[src/rtl/mic_meter_pkg.sv]
// Shared constants and helpers for the microphone level meter.
package mic_meter_pkg;

  // Frame-memory layout of the LED matrix.
  localparam logic [15:0] FRAME_MEMORY_START = 16'h4000;
  localparam int          DEF_N_COLS         = 32;
  localparam int          DEF_N_ROWS         = 7;

  // Bar height of one history column (0..N_ROWS).
  typedef logic [2:0] height_t;

  // Byte for pixel at display row `row` (row 0 is the top) of a column whose bar is `height` tall.
  function automatic logic [7:0] pixel_byte(input int row, input int n_rows, input height_t height);
    return (row >= n_rows - int'(height)) ? 8'hFF : 8'h00;
  endfunction

endpackage

[src/rtl/mic_meter_pdm_level.sv]
// PDM microphone front end: clock divider, sampler, ones counter and bar height.
module mic_meter_pdm_level
  import mic_meter_pkg::*;
#(
  parameter int MIC_DIV = 32,
  parameter int DECIM   = 256,
  parameter int N_ROWS  = DEF_N_ROWS
) (
  input  logic    clk_i,
  input  logic    rst_i,
  input  logic    mic_data_i,
  output logic    mic_clk_o,
  output height_t height,
  output logic    valid
);

  localparam int DIV_W  = $clog2(MIC_DIV);
  localparam int CNT_W  = $clog2(DECIM);
  localparam int ONES_W = CNT_W + 1;

  localparam logic [DIV_W-1:0]  DIV_LAST = DIV_W'(MIC_DIV - 1);
  localparam logic [DIV_W-1:0]  DIV_HALF = DIV_W'(MIC_DIV / 2);
  localparam logic [CNT_W-1:0]  CNT_LAST = CNT_W'(DECIM - 1);
  localparam logic [ONES_W-1:0] ONES_MID = ONES_W'(DECIM / 2);
  localparam logic [ONES_W-1:0] ROWS_W   = ONES_W'(N_ROWS);

  logic [DIV_W-1:0]  div;
  logic [CNT_W-1:0]  sample_cnt;
  logic [ONES_W-1:0] ones;
  logic [ONES_W-1:0] ones_total;
  logic [ONES_W-1:0] level;
  logic [ONES_W-1:0] level_shift;
  height_t           height_calc;
  logic              sample_now;

  // Mic clock is high during the second half of each divider period.
  assign mic_clk_o  = (div >= DIV_HALF);
  assign sample_now = (div == DIV_LAST);

  // Window statistics including the sample being taken this cycle.
  always_comb begin
    ones_total  = ones + ONES_W'(mic_data_i);
    level       = (ones_total >= ONES_MID) ? (ones_total - ONES_MID) : (ONES_MID - ones_total);
    level_shift = level >> 4;
    height_calc = (level_shift > ROWS_W) ? height_t'(N_ROWS) : level_shift[2:0];
  end

  // Divider, sampler and per-window ones counter; emits a one-cycle height pulse per window.
  always_ff @(posedge clk_i or posedge rst_i) begin
    if (rst_i) begin
      div        <= '0;
      sample_cnt <= '0;
      ones       <= '0;
      height     <= '0;
      valid      <= 1'b0;
    end else begin
      div   <= (div == DIV_LAST) ? '0 : div + DIV_W'(1);
      valid <= 1'b0;
      if (sample_now) begin
        sample_cnt <= sample_cnt + CNT_W'(1);
        if (sample_cnt == CNT_LAST) begin
          height <= height_calc;
          valid  <= 1'b1;
          ones   <= '0;
        end else begin
          ones <= ones_total;
        end
      end
    end
  end

endmodule

[src/rtl/mic_meter.sv]
// Scrolling microphone level meter: keeps a column history of bar heights and
// repaints the whole frame buffer over a shared Wishbone bus after every window.
module mic_meter
  import mic_meter_pkg::*;
#(
  parameter logic [15:0] FRAME_ADDRESS = FRAME_MEMORY_START,
  parameter int          N_COLS        = DEF_N_COLS,
  parameter int          N_ROWS        = DEF_N_ROWS,
  parameter int          MIC_DIV       = 32,
  parameter int          DECIM         = 256,
  parameter int          MAX_WAIT      = 8
) (
  input  logic        clk_i,
  input  logic        rst_i,
  output logic        mic_clk_o,
  input  logic        mic_data_i,
  output logic [15:0] adr_o,
  output logic [7:0]  dat_o,
  input  logic [7:0]  dat_i,
  output logic        we_o,
  output logic        sel_o,
  output logic        stb_o,
  output logic [2:0]  cti_o,
  input  logic        ack_i,
  output logic        cyc_o,
  input  logic        cyc_i
);

  typedef enum logic [1:0] {IDLE, REQ, WRITE, NEXT} state_t;

  localparam int COL_W  = (N_COLS > 1) ? $clog2(N_COLS) : 1;
  localparam int ROW_W  = (N_ROWS > 1) ? $clog2(N_ROWS) : 1;
  localparam int WAIT_W = $clog2(MAX_WAIT + 1);

  localparam logic [COL_W-1:0]  LAST_COL  = COL_W'(N_COLS - 1);
  localparam logic [ROW_W-1:0]  LAST_ROW  = ROW_W'(N_ROWS - 1);
  localparam logic [WAIT_W-1:0] LAST_WAIT = WAIT_W'(MAX_WAIT - 1);

  state_t              state, state_next;
  logic [ROW_W-1:0]    row, row_next;
  logic [COL_W-1:0]    col, col_next;
  logic [COL_W-1:0]    col_inc;
  logic [WAIT_W-1:0]   wait_cnt, wait_next;
  logic                first, first_next;
  logic                cyc, cyc_next;
  logic [7:0]          dat, dat_next;
  logic                render_req, render_req_next;
  logic                stb;
  logic [15:0]         pix_adr;

  height_t             hist [N_COLS];
  height_t             new_height;
  logic                new_valid;

  logic                unused_dat;
  assign unused_dat = ^dat_i;

  mic_meter_pdm_level #(
    .MIC_DIV (MIC_DIV),
    .DECIM   (DECIM),
    .N_ROWS  (N_ROWS)
  ) u_pdm_level (
    .clk_i      (clk_i),
    .rst_i      (rst_i),
    .mic_data_i (mic_data_i),
    .mic_clk_o  (mic_clk_o),
    .height     (new_height),
    .valid      (new_valid)
  );

  // History scrolls toward column 0 at each window end; newest height enters the last column.
  genvar gi;
  generate
    for (gi = 0; gi < N_COLS; gi++) begin : g_hist
      if (gi < N_COLS - 1) begin : g_shift
        // Interior column takes its right-hand neighbour.
        always_ff @(posedge clk_i or posedge rst_i) begin
          if (rst_i)          hist[gi] <= '0;
          else if (new_valid) hist[gi] <= hist[gi+1];
        end
      end else begin : g_in
        // Last column takes the freshly computed height.
        always_ff @(posedge clk_i or posedge rst_i) begin
          if (rst_i)          hist[gi] <= '0;
          else if (new_valid) hist[gi] <= new_height;
        end
      end
    end
  endgenerate

  assign col_inc = col + COL_W'(1);
  assign pix_adr = FRAME_ADDRESS + 16'(row) * 16'(N_COLS) + 16'(col);

  // Render FSM next-state logic; the pixel byte is captured before a write begins so
  // it cannot change under a strobe if the history scrolls mid-write.
  always_comb begin
    state_next      = state;
    row_next        = row;
    col_next        = col;
    wait_next       = wait_cnt;
    first_next      = 1'b0;
    cyc_next        = cyc;
    dat_next        = dat;
    render_req_next = render_req;
    case (state)
      IDLE: begin
        if (render_req) begin
          render_req_next = 1'b0;
          row_next        = '0;
          col_next        = '0;
          state_next      = REQ;
        end
      end
      REQ: begin
        dat_next = pixel_byte(int'(row), N_ROWS, hist[col]);
        if (!cyc_i) begin
          cyc_next   = 1'b1;
          first_next = 1'b1;
          wait_next  = '0;
          state_next = WRITE;
        end
      end
      WRITE: begin
        if (first && cyc_i) begin
          // Another master grabbed the bus in the same cycle: back off.
          cyc_next   = 1'b0;
          state_next = REQ;
        end else if (ack_i) begin
          state_next = NEXT;
        end else if (wait_cnt == LAST_WAIT) begin
          cyc_next   = 1'b0;
          state_next = REQ;
        end else begin
          wait_next = wait_cnt + WAIT_W'(1);
        end
      end
      NEXT: begin
        if (col == LAST_COL) begin
          col_next = '0;
          cyc_next = 1'b0;
          if (row == LAST_ROW) begin
            state_next = IDLE;
          end else begin
            row_next   = row + ROW_W'(1);
            state_next = REQ;
          end
        end else begin
          col_next   = col_inc;
          dat_next   = pixel_byte(int'(row), N_ROWS, hist[col_inc]);
          wait_next  = '0;
          state_next = WRITE;
        end
      end
      default: state_next = IDLE;
    endcase
    if (new_valid) render_req_next = 1'b1;
  end

  // Render FSM state and bookkeeping registers.
  always_ff @(posedge clk_i or posedge rst_i) begin
    if (rst_i) begin
      state      <= IDLE;
      row        <= '0;
      col        <= '0;
      wait_cnt   <= '0;
      first      <= 1'b0;
      cyc        <= 1'b0;
      dat        <= '0;
      render_req <= 1'b0;
    end else begin
      state      <= state_next;
      row        <= row_next;
      col        <= col_next;
      wait_cnt   <= wait_next;
      first      <= first_next;
      cyc        <= cyc_next;
      dat        <= dat_next;
      render_req <= render_req_next;
    end
  end

  // Bus outputs are forced to zero whenever the bus is not owned.
  assign stb   = (state == WRITE) && cyc && !(first && cyc_i);
  assign cyc_o = cyc;
  assign stb_o = stb;
  assign we_o  = stb;
  assign sel_o = stb;
  assign cti_o = 3'b000;
  assign adr_o = cyc ? pix_adr : 16'h0000;
  assign dat_o = cyc ? dat : 8'h00;

endmodule

[config.mk]
export PLATFORM = sky130hd
export DESIGN_NAME = mic_meter
export DESIGN_NICKNAME = d
export VERILOG_FILES = /design/src/rtl/mic_meter_pkg.sv /design/src/rtl/mic_meter_pdm_level.sv /design/src/rtl/mic_meter.sv
export SDC_FILE = /design/constraint.sdc
export NUM_CORES = 1
export LEC_CHECK = 0
export ABC_AREA = 1
export CAP_MARGIN = 10
export CORE_ASPECT_RATIO = 2
export CORE_MARGIN = 2
export CORE_UTILIZATION = 45
export CTS_CLUSTER_SIZE = 12
export DETAILED_ROUTE_END_ITERATION = 10
export PLACE_DENSITY = 0.7
export SLEW_MARGIN = 20
export SYNTH_ARGS = -nofsm -noshare
export SYNTH_HDL_FRONTEND = slang
export SYNTH_SLANG_ARGS = --single-unit
[constraint.sdc]
create_clock -name clk_i -period 6.9 [get_ports clk_i]
set_input_delay 1.38 -clock clk_i [delete_from_list [all_inputs] [get_ports clk_i]]
set_output_delay 1.38 -clock clk_i [all_outputs]
set_load 0.01 [all_outputs]
After elaboration in Yosys (flattened, before gate mapping)

Index checks and enable logic that the tools add are counted.

Register bits: 147
Output and inout bits: 32
Word-level logic and storage cells: 150

$add $sub $neg: 12
Magnitude comparators: 7
Equality and inequality tests: 19
Muxes and demuxes: 49
Bitwise gates (word level): 2
Reductions and logical operators: 16

Operator list:

| kind                                                                                | count |
|---|---|
| 8-bit two-way mux                                                                   | 4 |
| 3-bit binary-select mux with 5-bit select                                           | 2 |
| 3-bit two-way mux                                                                   | 8 |
| 4-bit two-way mux                                                                   | 5 |
| 9-bit two-way mux                                                                   | 2 |
| 15-bit by 8-bit adder with 16-bit output, first input constant                      | 1 |
| 16-bit by 5-bit adder with 16-bit output                                            | 1 |
| 16-bit two-way mux                                                                  | 1 |
| 2-bit inequality test, second input constant                                        | 8 |
| 8-bit case mux with 2 select lines                                                  | 1 |
| 5-bit two-way mux                                                                   | 3 |
| 6-bit greater-or-equal comparator, second input constant                            | 2 |
| 1-bit two-way mux                                                                   | 12 |
| 2-bit two-way mux                                                                   | 6 |
| 5-bit NOT with 6-bit output                                                         | 2 |
| 4-bit case mux with 3 select lines                                                  | 1 |
| 5-bit by 1-bit adder with 5-bit output, second input constant                       | 2 |
| 5-bit == test, second input constant                                                | 2 |
| 5-bit case mux with 2 select lines                                                  | 1 |
| 9-bit by 1-bit adder with 9-bit output                                              | 1 |
| 9-bit by 8-bit greater-or-equal comparator with 1-bit output, second input constant | 1 |
| 8-bit by 9-bit subtractor with 9-bit output, first input constant                   | 1 |
| 9-bit by 8-bit subtractor with 9-bit output, second input constant                  | 1 |
| 8-bit by 1-bit adder with 8-bit output, second input constant                       | 1 |
| other kinds (26)                                                                    | 36 |

Depth between registers and ports, before layout

Gate-level depths: netlist of the first run.

Word-level depth: 10
Gate-level depth with buffers: 16

Cells and area by module

A second synthesis of the first run with hierarchy kept.

Cells, all modules: 1198
Area total of the unflattened synthesis: 8484.4 µm²

Modules (own cells, without submodules):

| module              | times used | cells each | area an instance (µm²) |
|---|---|---|---|
| mic_meter           | 1          | 1003       | 6947.9 |
| mic_meter_pdm_level | 1          | 195        | 1536.5 |

Worst setup path before layout of the first run

Ideal clock, no wire load.

Path type: in2out
Start point: in cyc_i
End point: out stb_o
Data arrival time: 1.927 ns
Setup slack: 3.593 ns
Stages: 4
Path buffers: 1
Cell sequence: nand2_1 > nand2_1 > nor2_1 > buf_4

Cells in the longest elaborated chain, start to end: 3

RTL lines:

| element           | line             | RTL |
|---|---|---|
| from (decl)       | mic_meter.sv:26  | `input logic cyc_i` |
| 1-bit logical AND | mic_meter.sv:183 | `assign stb = (state == WRITE) && cyc && !(first && cyc_i);` |
| 1-bit zero test   | mic_meter.sv:183 |  |
| 1-bit logical AND | mic_meter.sv:183 |  |
| to (decl)         | mic_meter.sv:22  | `output logic stb_o,` |

Every way passes these cells.

Worst setup path in the final report of the first run

Same ends and word-level chain as after synthesis.

==> results of run 1 <==
## worst max-delay path: stages
cell             delay (ns)
clkdlybuf4s50_1        0.45
nand2_1                0.13
nand2_1                0.06
nor2_1                 0.18
clkdlybuf4s50_1        0.57
## cells by family (layout without fill, tap and decap cells)
logic type / after synthesis / after routing
AO/OA/AOI/OAI: 336 / 336
AND/OR/NAND/NOR: 327 / 327
buffers and inverters: 229 / 209
flip-flops: 140 / 140
adder cells (fa/ha/maj): 18 / 18
XOR/XNOR: 12 / 12
other: 1 / 10
multiplexers: 1 / 1
## registers in the layout, indices dropped and copies added, names as in the netlist
signal	cells
u_pdm_level.div	5
u_pdm_level.height	3
u_pdm_level.sample_cnt	8
render_req	1
row	3
first	1
u_pdm_level.ones	9
col	5
hist	96
u_pdm_level.valid	1
wait_cnt	4
state	2
dat	1
cyc_o	1
## through the flow
stage / worst slack, ns / util / instances / instance area (µm²) / total power, W
finish: 2.76 / 0.498 / 1266 / 8760 / 0.00302
detailed placement: 2.76 / 0.465 / 1234 / 8190 / 0.00210
floorplan: 1.77 / - / 1073 / 8020 / 0.00180
global placement: 2.78 / 0.465 / 1234 / 8190 / 0.00208
global route: 2.69 / 0.498 / 1266 / 8760 / 0.00320
CTS: 2.75 / 0.498 / 1266 / 8760 / 0.00302
## layout make-up
class | instances | area, µm² | area share
clock inverter | 15 | 151 | 0.0173
sequential | 140 | 3510 | 0.400
clock buffer | 17 | 425 | 0.0485
inverter | 145 | 552 | 0.0630
multi-input combinational | 704 | 3560 | 0.406
timing repair buffer | 32 | 305 | 0.0348
tap | 213 | 267 | 0.0304
## worst min-delay path by stage
stage	endpoint	slack [ns]	from	cells past startpoint
floorplan	u_pdm_level.sample_cnt[7]	0.45	u_pdm_level.sample_cnt[7]	1
global placement	u_pdm_level.sample_cnt[7]	0.46	u_pdm_level.sample_cnt[7]	1
detailed placement	u_pdm_level.sample_cnt[7]	0.47	u_pdm_level.sample_cnt[7]	1
CTS	u_pdm_level.sample_cnt[7]	0.48	u_pdm_level.sample_cnt[7]	1
global route	u_pdm_level.sample_cnt[7]	0.49	u_pdm_level.sample_cnt[7]	1
finish	u_pdm_level.sample_cnt[7]	0.47	u_pdm_level.sample_cnt[7]	1
## placed cells by master (no fill, tap or decap), types with 9 or more instances in the layout
cell type / n
nand2_1: 178
clkdlybuf4s50_1: 26
o21ai_1: 13
clkbuf_16: 17
ha_1: 18
nand3_1: 75
o21ai_0: 169
nor2_1: 47
inv_1: 135
o22ai_1: 12
dfrtp_1: 138
conb_1: 10
xor2_1: 9
a21oi_1: 111
## report_power, final
part / switching, W / internal [W] / leakage (nW) / total [W]
clock network: 0.000397 / 0.000509 / 0.280 / 0.000905
registers: 0.0000506 / 0.000851 / 1.89 / 0.000901
logic: 0.000799 / 0.000411 / 1.71 / 0.00121
total: 0.00125 / 0.00177 / 3.87 / 0.00302
## metal layers
layer | routed length, µm | part of all wire
met5 | 0 | 0
met2 | 9100 | 0.48
met1 | 8480 | 0.45
met3 | 904 | 0.048
met4 | 388 | 0.021
==> flow_metrics.env, run 1 <==
export IMPL_ioPinCount=45
export IMPL_syn_inst=1064
export IMPL_hold_ws_ns=0.475
export IMPL_totalWireLength_mm=18.9
export IMPL_peakVddDrop_mv=0.200
export IMPL_synth_edf_count=0
export IMPL_clockRootBuffer="clkbuf_16"
export IMPL_synth_top_family_by_area="compound AO/OA/AOI/OAI gates"
export IMPL_drv_cap=0
export IMPL_synth_warnings=0
export IMPL_worst_slew_pin_slew_ns=1.09
export IMPL_timing_final_crit_share=0.600
export IMPL_grtUsageMet1=0.272
export IMPL_layout_drive_gt1_share=0.0636
export IMPL_postCtsSetupBuffers=0
export IMPL_wl_per_cell_um=14.9
export IMPL_cts_buffers=17
export IMPL_finalWeightedCongestion=0.842
export IMPL_num_vias=6940
export IMPL_synth_most_common_cell="nand2_1"
export IMPL_use_met3=0.0359
export IMPL_areaGrowthSynthToFinish_pct=9.71
export IMPL_synth_xor_xnor_area_share=0.0132
export IMPL_async_flop_share=1.00
export IMPL_synth_top_cell_by_area="dfrtp_1"
export IMPL_startpoint="cyc_i"
export IMPL_hold_viol_final=0
export IMPL_grt_pass1_vias=6474
export IMPL_numPortBuffers=26
export IMPL_use_met2=0.334
export IMPL_synth_simple_gate_area_frac=0.176
export IMPL_arrival_ns=2.76
export IMPL_powerDensity_nw_per_um2=344
export IMPL_drtIter0Drc=549
export IMPL_synthMuxAreaShare=0.00141
export IMPL_dieHeight_um=192
export IMPL_cp_endpoint="stb_o"
export IMPL_ctsHoldBuffers=0
export IMPL_p_leak_nw=3.87
export IMPL_cts_clk_slew_worst_paths_ns=0.06
export IMPL_synth_top_area_frac=0.439
export IMPL_antenna_cells=0
export IMPL_final_nets=1071
export IMPL_syn_area_um2=7990
export IMPL_coreArea_um2=17600
export IMPL_crit_required_ns=5.52
export IMPL_dr_pass1_iters=5
export IMPL_post_cts_resized=0
export IMPL_r2r_slack_ns=2.86
export IMPL_synthTopCellsByCount="nand2_1 (178), o21ai_0 (169), dfrtp_1 (140)"
export IMPL_synth_cell_types=37
export IMPL_start_util=0.454
export IMPL_grtUsageTotal=0.204
export IMPL_drv_slew=0
export IMPL_rows=69
export IMPL_drc=0
export IMPL_ant_nets=0
export IMPL_ys_ff_latch=140
export IMPL_place_hpwl_mm=11.6
export IMPL_worstPathMaxFanout=3
export IMPL_run_status="finished clean"
export IMPL_critical_path_class="in -> out"
export IMPL_reg2reg_to="dat[6]"
export IMPL_worst_skew_pair_late_latency_ns=0.43
export IMPL_grt_overflow=0
export IMPL_avgSynthCellArea_um2=7.51
export IMPL_grt_pass1_wl_mm=31.6
export IMPL_seq_area_frac_synth=0.439
export IMPL_setup_viol=0
export IMPL_die_area_um2=18900
export IMPL_clk_path_buf_depth=2
export IMPL_rsz0062_at_grt="false"
export IMPL_cts_htree_levels=4
export IMPL_synth_top_flop_cell="dfrtp_1"
export IMPL_period_needed_ns=4.14
export IMPL_vias_per_cell=5.48
export IMPL_fill_cells=1715
export IMPL_min_delay_path_class="reg -> reg"
export IMPL_dieWidth_um=98.2
export IMPL_skew_ns=0.0107
export IMPL_synth_area_leaders="dfrtp_1 (44%), o21ai_0 (11%), nand2_1 (8.4%)"
export IMPL_grt_busiest_layer="met2"
export IMPL_grt_max_degree=118
export IMPL_numClockSinks=140
export IMPL_cts_tree="done"
export IMPL_critPathLaunchType="input pin"
export IMPL_synth_adder_area_share=0.0282
export IMPL_fmax_ghz=0.242
export IMPL_synth_compound_area_share=0.222
export IMPL_tns_ns=0
export IMPL_slew_headroom=0.275
export IMPL_cp_end_kind="output port"
export IMPL_worst_r2r_cell_count=13
export IMPL_rr_startpoint="col[2]"
export IMPL_antenna_found_initial=0
(Power assumes the default switching activity.)
==> run 2: changes to the inputs <==
- clock period: 6.9 -> 4 ns (I/O delays scaled with it)
==> run 2 against run 1 <==
Effect of this change:
- register-to-register slack got worse by 2.2 ns
- first-iteration DRC count decreased by 22%
- cell count rose by 0.63%
- utilization is 0.89 points higher
- critical path depth grew 8
- setup slack got worse by 2.1 ns
- sequential power is 75% higher
- critical endpoint is now dat[6]
- highest routed layer unchanged
==> flow_metrics.env, run 2 (synthesized netlist as in run 1, its figures left out) <==
export IMPL_r2r_slack_ns=0.63
export IMPL_wl_met1_mm=7.94
export IMPL_ctsHoldBuffers=0
export IMPL_post_cts_resized=0
export IMPL_worst_skew_pair_late_latency_ns=0.43
export IMPL_period_needed_ns=3.37
export IMPL_grt_pass1_wl_mm=31.5
export IMPL_rsz0062_at_grt="false"
export IMPL_totalWireLength_mm=18.6
export IMPL_fmax_ghz=0.297
export IMPL_rr_startpoint="col[0]"
export IMPL_dieHeight_um=192
export IMPL_dieWidth_um=98.2
export IMPL_timing_final_crit_share=0.843
export IMPL_grt_max_degree=194
export IMPL_vias_per_cell=5.40
export IMPL_rows=69
export IMPL_reg2reg_to="dat[6]"
export IMPL_clk_path_buf_depth=2
export IMPL_place_hpwl_mm=12.1
export IMPL_coreArea_um2=17600
export IMPL_cp_end_kind="flop"
export IMPL_setup_viol=0
export IMPL_drc=0
export IMPL_arrival_ns=3.66
export IMPL_routed_wl_met2_mm=9.51
export IMPL_powerDensity_nw_per_um2=602
export IMPL_biggestRegsByFlops="hist (96), u_pdm_level.ones (9), u_pdm_level.sample_cnt (8)"
export IMPL_num_vias=6885
export IMPL_drv_slew=0
export IMPL_ant_nets=0
export IMPL_p_leak_nw=3.95
export IMPL_cp_endpoint="dat[6]"
export IMPL_peakVddDrop_mv=0.349
export IMPL_fin_ws_ns=0.628
export IMPL_largest_register="hist"
export IMPL_run_status="finished clean"
export IMPL_grtUsageTotal=0.204
export IMPL_grt_pass1_vias=6583
export IMPL_worst_r2r_cell_count=13
export IMPL_numClockSinks=140
export IMPL_die_area_um2=18900
export IMPL_start_util=0.454
export IMPL_worst_slew_pin_slew_ns=0.744
export IMPL_cts_htree_levels=4
export IMPL_wl_per_cell_um=14.6
export IMPL_drtIter0Drc=426
export IMPL_dp_slack_ns=0.737
export IMPL_drv_cap=0
export IMPL_skew_ns=0.00725
export IMPL_final_common_cell="nand2_1"
export IMPL_numPortBuffers=26
export IMPL_tns_ns=0
export IMPL_critPathLaunchType="flop"
export IMPL_slew_headroom=0.504
export IMPL_met3_length_um=758
export IMPL_areaGrowthSynthToFinish_pct=11.7
export IMPL_cts_tree="done"
export IMPL_final_core_util=0.507
export IMPL_startpoint="col[0]"
export IMPL_clockRootBuffer="clkbuf_16"
export IMPL_postCtsSetupBuffers=0
export IMPL_layout_drive_gt1_share=0.0697
export IMPL_finalWeightedCongestion=0.838
export IMPL_crit_required_ns=4.29
export IMPL_largest_register_ffs=96
export IMPL_cts_clk_slew_worst_paths_ns=0.06
export IMPL_hold_viol_final=0
export IMPL_top_layer_used="met4"
export IMPL_grt_overflow=0
export IMPL_dr_pass1_iters=5
export IMPL_layout_common_cells="nand2_1 (178), o21ai_0 (169), dfrtp_1 (138)"
export IMPL_ioPinCount=45
export IMPL_cts_buffers=17
export IMPL_worstPathMaxFanout=87
export IMPL_final_nets=1079
export IMPL_critical_path_class="reg -> reg"
export IMPL_min_delay_path_class="reg -> reg"
export IMPL_dp_cells=1242
export IMPL_antenna_cells=0
export IMPL_instances_no_fill=1274
export IMPL_antenna_found_initial=0
-- run 2: cell count changes in the layout (fill, tap and decap cells not counted), moves of 3 or more --
cell       delta
clkinv_4      +4
buf_4         +5
buf_12        +3
bufinv_16     +3
inv_6         -5
-- run 2: worst min path at each step --
stage	start	end	slack, ns	cells past startpoint
after floorplan	u_pdm_level.sample_cnt[7]	u_pdm_level.sample_cnt[7]	0.45	1
after global placement	hist[85]	hist[88]	0.46	2
after detailed placement	u_pdm_level.sample_cnt[7]	u_pdm_level.sample_cnt[7]	0.46	1
after CTS	u_pdm_level.height[0]	hist[0]	0.48	2
after global routing	u_pdm_level.sample_cnt[7]	u_pdm_level.sample_cnt[7]	0.49	1
final	u_pdm_level.height[0]	hist[0]	0.48	2
-- run 2: power by group --
group	switching (W)	internal, W
Sequential	0.000114	0.00147
Combinational	0.00132	0.000752
Clock	0.000660	0.00106
Total	0.00209	0.00328
-- run 2: worst max-delay path, stage by stage, from the launching register on --
cell and delay (ns):
dfrtp_2 0.69, buf_4 0.71, a21oi_1 0.14, o21ai_0 0.11, nand3_1 0.10, nand3_1 0.10
nand2_1 0.06, a31oi_1 0.20, a31oi_1 0.07, ha_1 0.27, a21boi_0 0.12, o21a_1 0.18
o31ai_1 0.36, a21oi_1 0.12
-- run 2: final cells by class --
| class | instances | area, µm² |
|---|---|---|
| Fill cell | 1711 | 8690 |
| Multi-Input combinational cell | 704 | 3560 |
| Sequential cell | 140 | 3510 |
| Inverter | 145 | 548 |
| Clock buffer | 18 | 429 |
| Timing Repair Buffer | 40 | 403 |
| Tap cell | 213 | 267 |
| Clock inverter | 14 | 210 |
-- run 2: per-layer routing --
metal,vias up,GRT usage
met3,31,0.0395
met2,138,0.349
met1,3266,0.252
met4,0,0.0859
li1,3450,-
met5,-,0
-- run 2: per-stage QoR --
stage	power [W]	instance area, µm²	hold WS (ns)
after floorplan	0.00310	8030	0.445
after global placement	0.00360	8280	0.460
final	0.00537	8920	0.476
after global routing	0.00572	8920	0.495
after detailed placement	0.00365	8280	0.462
after CTS	0.00540	8920	0.479
==> run 3: changes to the inputs <==
- clock period: 4 -> 3.2 ns (I/O delays scaled with it)
==> run 3 against run 2 <==
Effect of this change:
- maximum frequency up 17%
- utilization is 0.63 points higher
- hold slack got worse by 0.0049 ns
- combinational power rose by 32%
- sequential cell count is the same
- highest routed layer unchanged
- clock power up 34%
- largest power group unchanged
- setup slack got worse by 0.31 ns
- sequential share of layout area down 0.48 points
- routed wire length grew 0.82%
==> flow_metrics.env, run 3 (synthesized netlist as in run 1, its figures left out) <==
export IMPL_run_status="finished clean"
export IMPL_final_nets=1086
export IMPL_final_common_cell="nand2_1"
export IMPL_crit_required_ns=3.50
export IMPL_fmax_ghz=0.347
export IMPL_slew_headroom=0.502
export IMPL_r2r_slack_ns=0.32
export IMPL_ant_nets=0
export IMPL_slowest_stage="buf_4"
export IMPL_worstPathMaxFanout=87
export IMPL_cp_end_kind="flop"
export IMPL_timing_final_crit_share=0.900
export IMPL_cp_slowest_stage_delay_ns=0.62
export IMPL_worst_slew_pin_slew_ns=0.747
export IMPL_dieWidth_um=98.2
export IMPL_numClockSinks=140
export IMPL_largest_register_ffs=96
export IMPL_drv_slew=0
export IMPL_dp_slack_ns=0.130
export IMPL_crit_buf_inv=1
export IMPL_postCtsSetupBuffers=0
export IMPL_peakVddDrop_mv=0.383
export IMPL_cp_endpoint="dat[6]"
export IMPL_setup_viol=0
export IMPL_hold_viol_final=0
export IMPL_fin_ws_ns=0.319
export IMPL_grt_max_degree=88
export IMPL_coreArea_um2=17600
export IMPL_rsz0062_at_grt="false"
export IMPL_rr_startpoint="col[0]"
export IMPL_wl_per_cell_um=14.7
export IMPL_grt_pass1_vias=6756
export IMPL_min_delay_path_class="reg -> reg"
export IMPL_post_cts_resized=0
export IMPL_hold_ws_ns=0.471
export IMPL_period_needed_ns=2.88
export IMPL_reg2reg_to="dat[6]"
export IMPL_finalWeightedCongestion=0.811
export IMPL_cts_tree="done"
export IMPL_vias_per_cell=5.50
export IMPL_start_util=0.454
export IMPL_layout_common_cells="nand2_1 (178), o21ai_0 (169), dfrtp_1 (138)"
export IMPL_cts_buffers=17
export IMPL_antenna_found_initial=0
export IMPL_clockRootBuffer="clkbuf_16"
export IMPL_skew_ns=0.00716
export IMPL_critPathLaunchType="flop"
export IMPL_layout_drive_gt1_share=0.0768
export IMPL_areaGrowthSynthToFinish_pct=13.1
export IMPL_num_vias=7046
export IMPL_dieHeight_um=192
export IMPL_ctsHoldBuffers=0
export IMPL_clk_path_buf_depth=2
export IMPL_die_area_um2=18900
export IMPL_worst_skew_pair_late_latency_ns=0.43
export IMPL_drc=0
export IMPL_final_core_util=0.513
export IMPL_p_total_w=0.00696
export IMPL_powerDensity_nw_per_um2=770
export IMPL_path_delay_family="compound AO/OA/AOI/OAI gates"
export IMPL_worst_r2r_cell_count=13
export IMPL_rows=69
export IMPL_grt_pass1_wl_mm=32.3
export IMPL_startpoint="col[0]"
export IMPL_cts_htree_levels=4
export IMPL_crit_chain="buf_4 > a21oi_1 > o21ai_0 > nand3_1 > nand3_1 > nand2_1 > a31oi_1 > a31oi_1 > ha_1 > a21boi_0 > o21a_1 > o31ai_1 > a21oi_1"
export IMPL_arrival_ns=3.18
export IMPL_drv_cap=0
export IMPL_p_leak_nw=4.01
export IMPL_dr_pass1_iters=5
export IMPL_ioPinCount=45
export IMPL_critical_path_class="reg -> reg"
export IMPL_drtIter0Drc=393
export IMPL_totalWireLength_mm=18.8
export IMPL_place_hpwl_mm=12.3
export IMPL_grtUsageTotal=0.209
export IMPL_biggestRegsByFlops="hist (96), u_pdm_level.ones (9), u_pdm_level.sample_cnt (8)"
export IMPL_antenna_cells=0
export IMPL_tns_ns=0
export IMPL_largest_register="hist"
export IMPL_fill_cells=1669
export IMPL_grt_overflow=0
export IMPL_cts_clk_slew_worst_paths_ns=0.06
export IMPL_cp_depth=13
export IMPL_numPortBuffers=26
-- run 3: cell count changes in the layout (fill, tap and decap cells not counted), sizes merged --
cell / before / now
buf: 14 / 21
clkinv: 6 / 3
bufinv: 4 / 6
clkbuf: 18 / 17
clkinvlp: 1 / 2
inv: 148 / 149
-- run 3: metrics by stage --
stage                     instance area, µm²  std cells
after floorplan                         8030       1073
after CTS                               9030       1281
after detailed placement                8350       1249
final                                   9030       1281
after global routing                    9030       1281
after global placement                  8350       1249
-- run 3: how the worst min path moves through the flow --
stage / start / endpoint / slack, ns / cells past startpoint
global route: hist[29] / hist[32] / 0.50 / 2
CTS: u_pdm_level.height[1] / hist[1] / 0.48 / 2
detailed placement: u_pdm_level.height[1] / hist[1] / 0.47 / 2
finish: u_pdm_level.height[1] / hist[1] / 0.47 / 2
global placement: u_pdm_level.sample_cnt[7] / u_pdm_level.sample_cnt[7] / 0.46 / 1
floorplan: u_pdm_level.sample_cnt[7] / u_pdm_level.sample_cnt[7] / 0.45 / 1
-- run 3: cell type report --
cell class	instances	area [µm²]	area share
inverter	145	548	0.0607
sequential	140	3510	0.388
tap	213	267	0.0295
multi-input combinational	704	3560	0.394
clock buffer	17	425	0.0471
timing repair buffer	47	468	0.0518
clock inverter	15	260	0.0288
-- run 3: worst min-delay path: cells and delay by family, from the launching register on --
family	cells	cell delay (ns)
AOI/OAI and AO/OA	1	0.05
and+or+nand+nor	1	0.05
DFF	1	0.33
-- run 3: report_power, final --
group          leakage, nW  internal [W]  total, W  switching [W]
clock network        0.331       0.00148   0.00230       0.000819
logic                 1.79      0.000981   0.00274        0.00176
registers             1.89       0.00184   0.00192      0.0000802
-- run 3: routing by layer --
| layer | part of all wire | vias up | global-route usage |
|---|---|---|---|
| li1 | - | 3467 | - |
| met3 | 0.046 | 40 | 0.0413 |
| met2 | 0.50 | 196 | 0.350 |
| met5 | 0 | - | 0 |
| met1 | 0.43 | 3343 | 0.265 |
| met4 | 0.023 | 0 | 0.0848 |
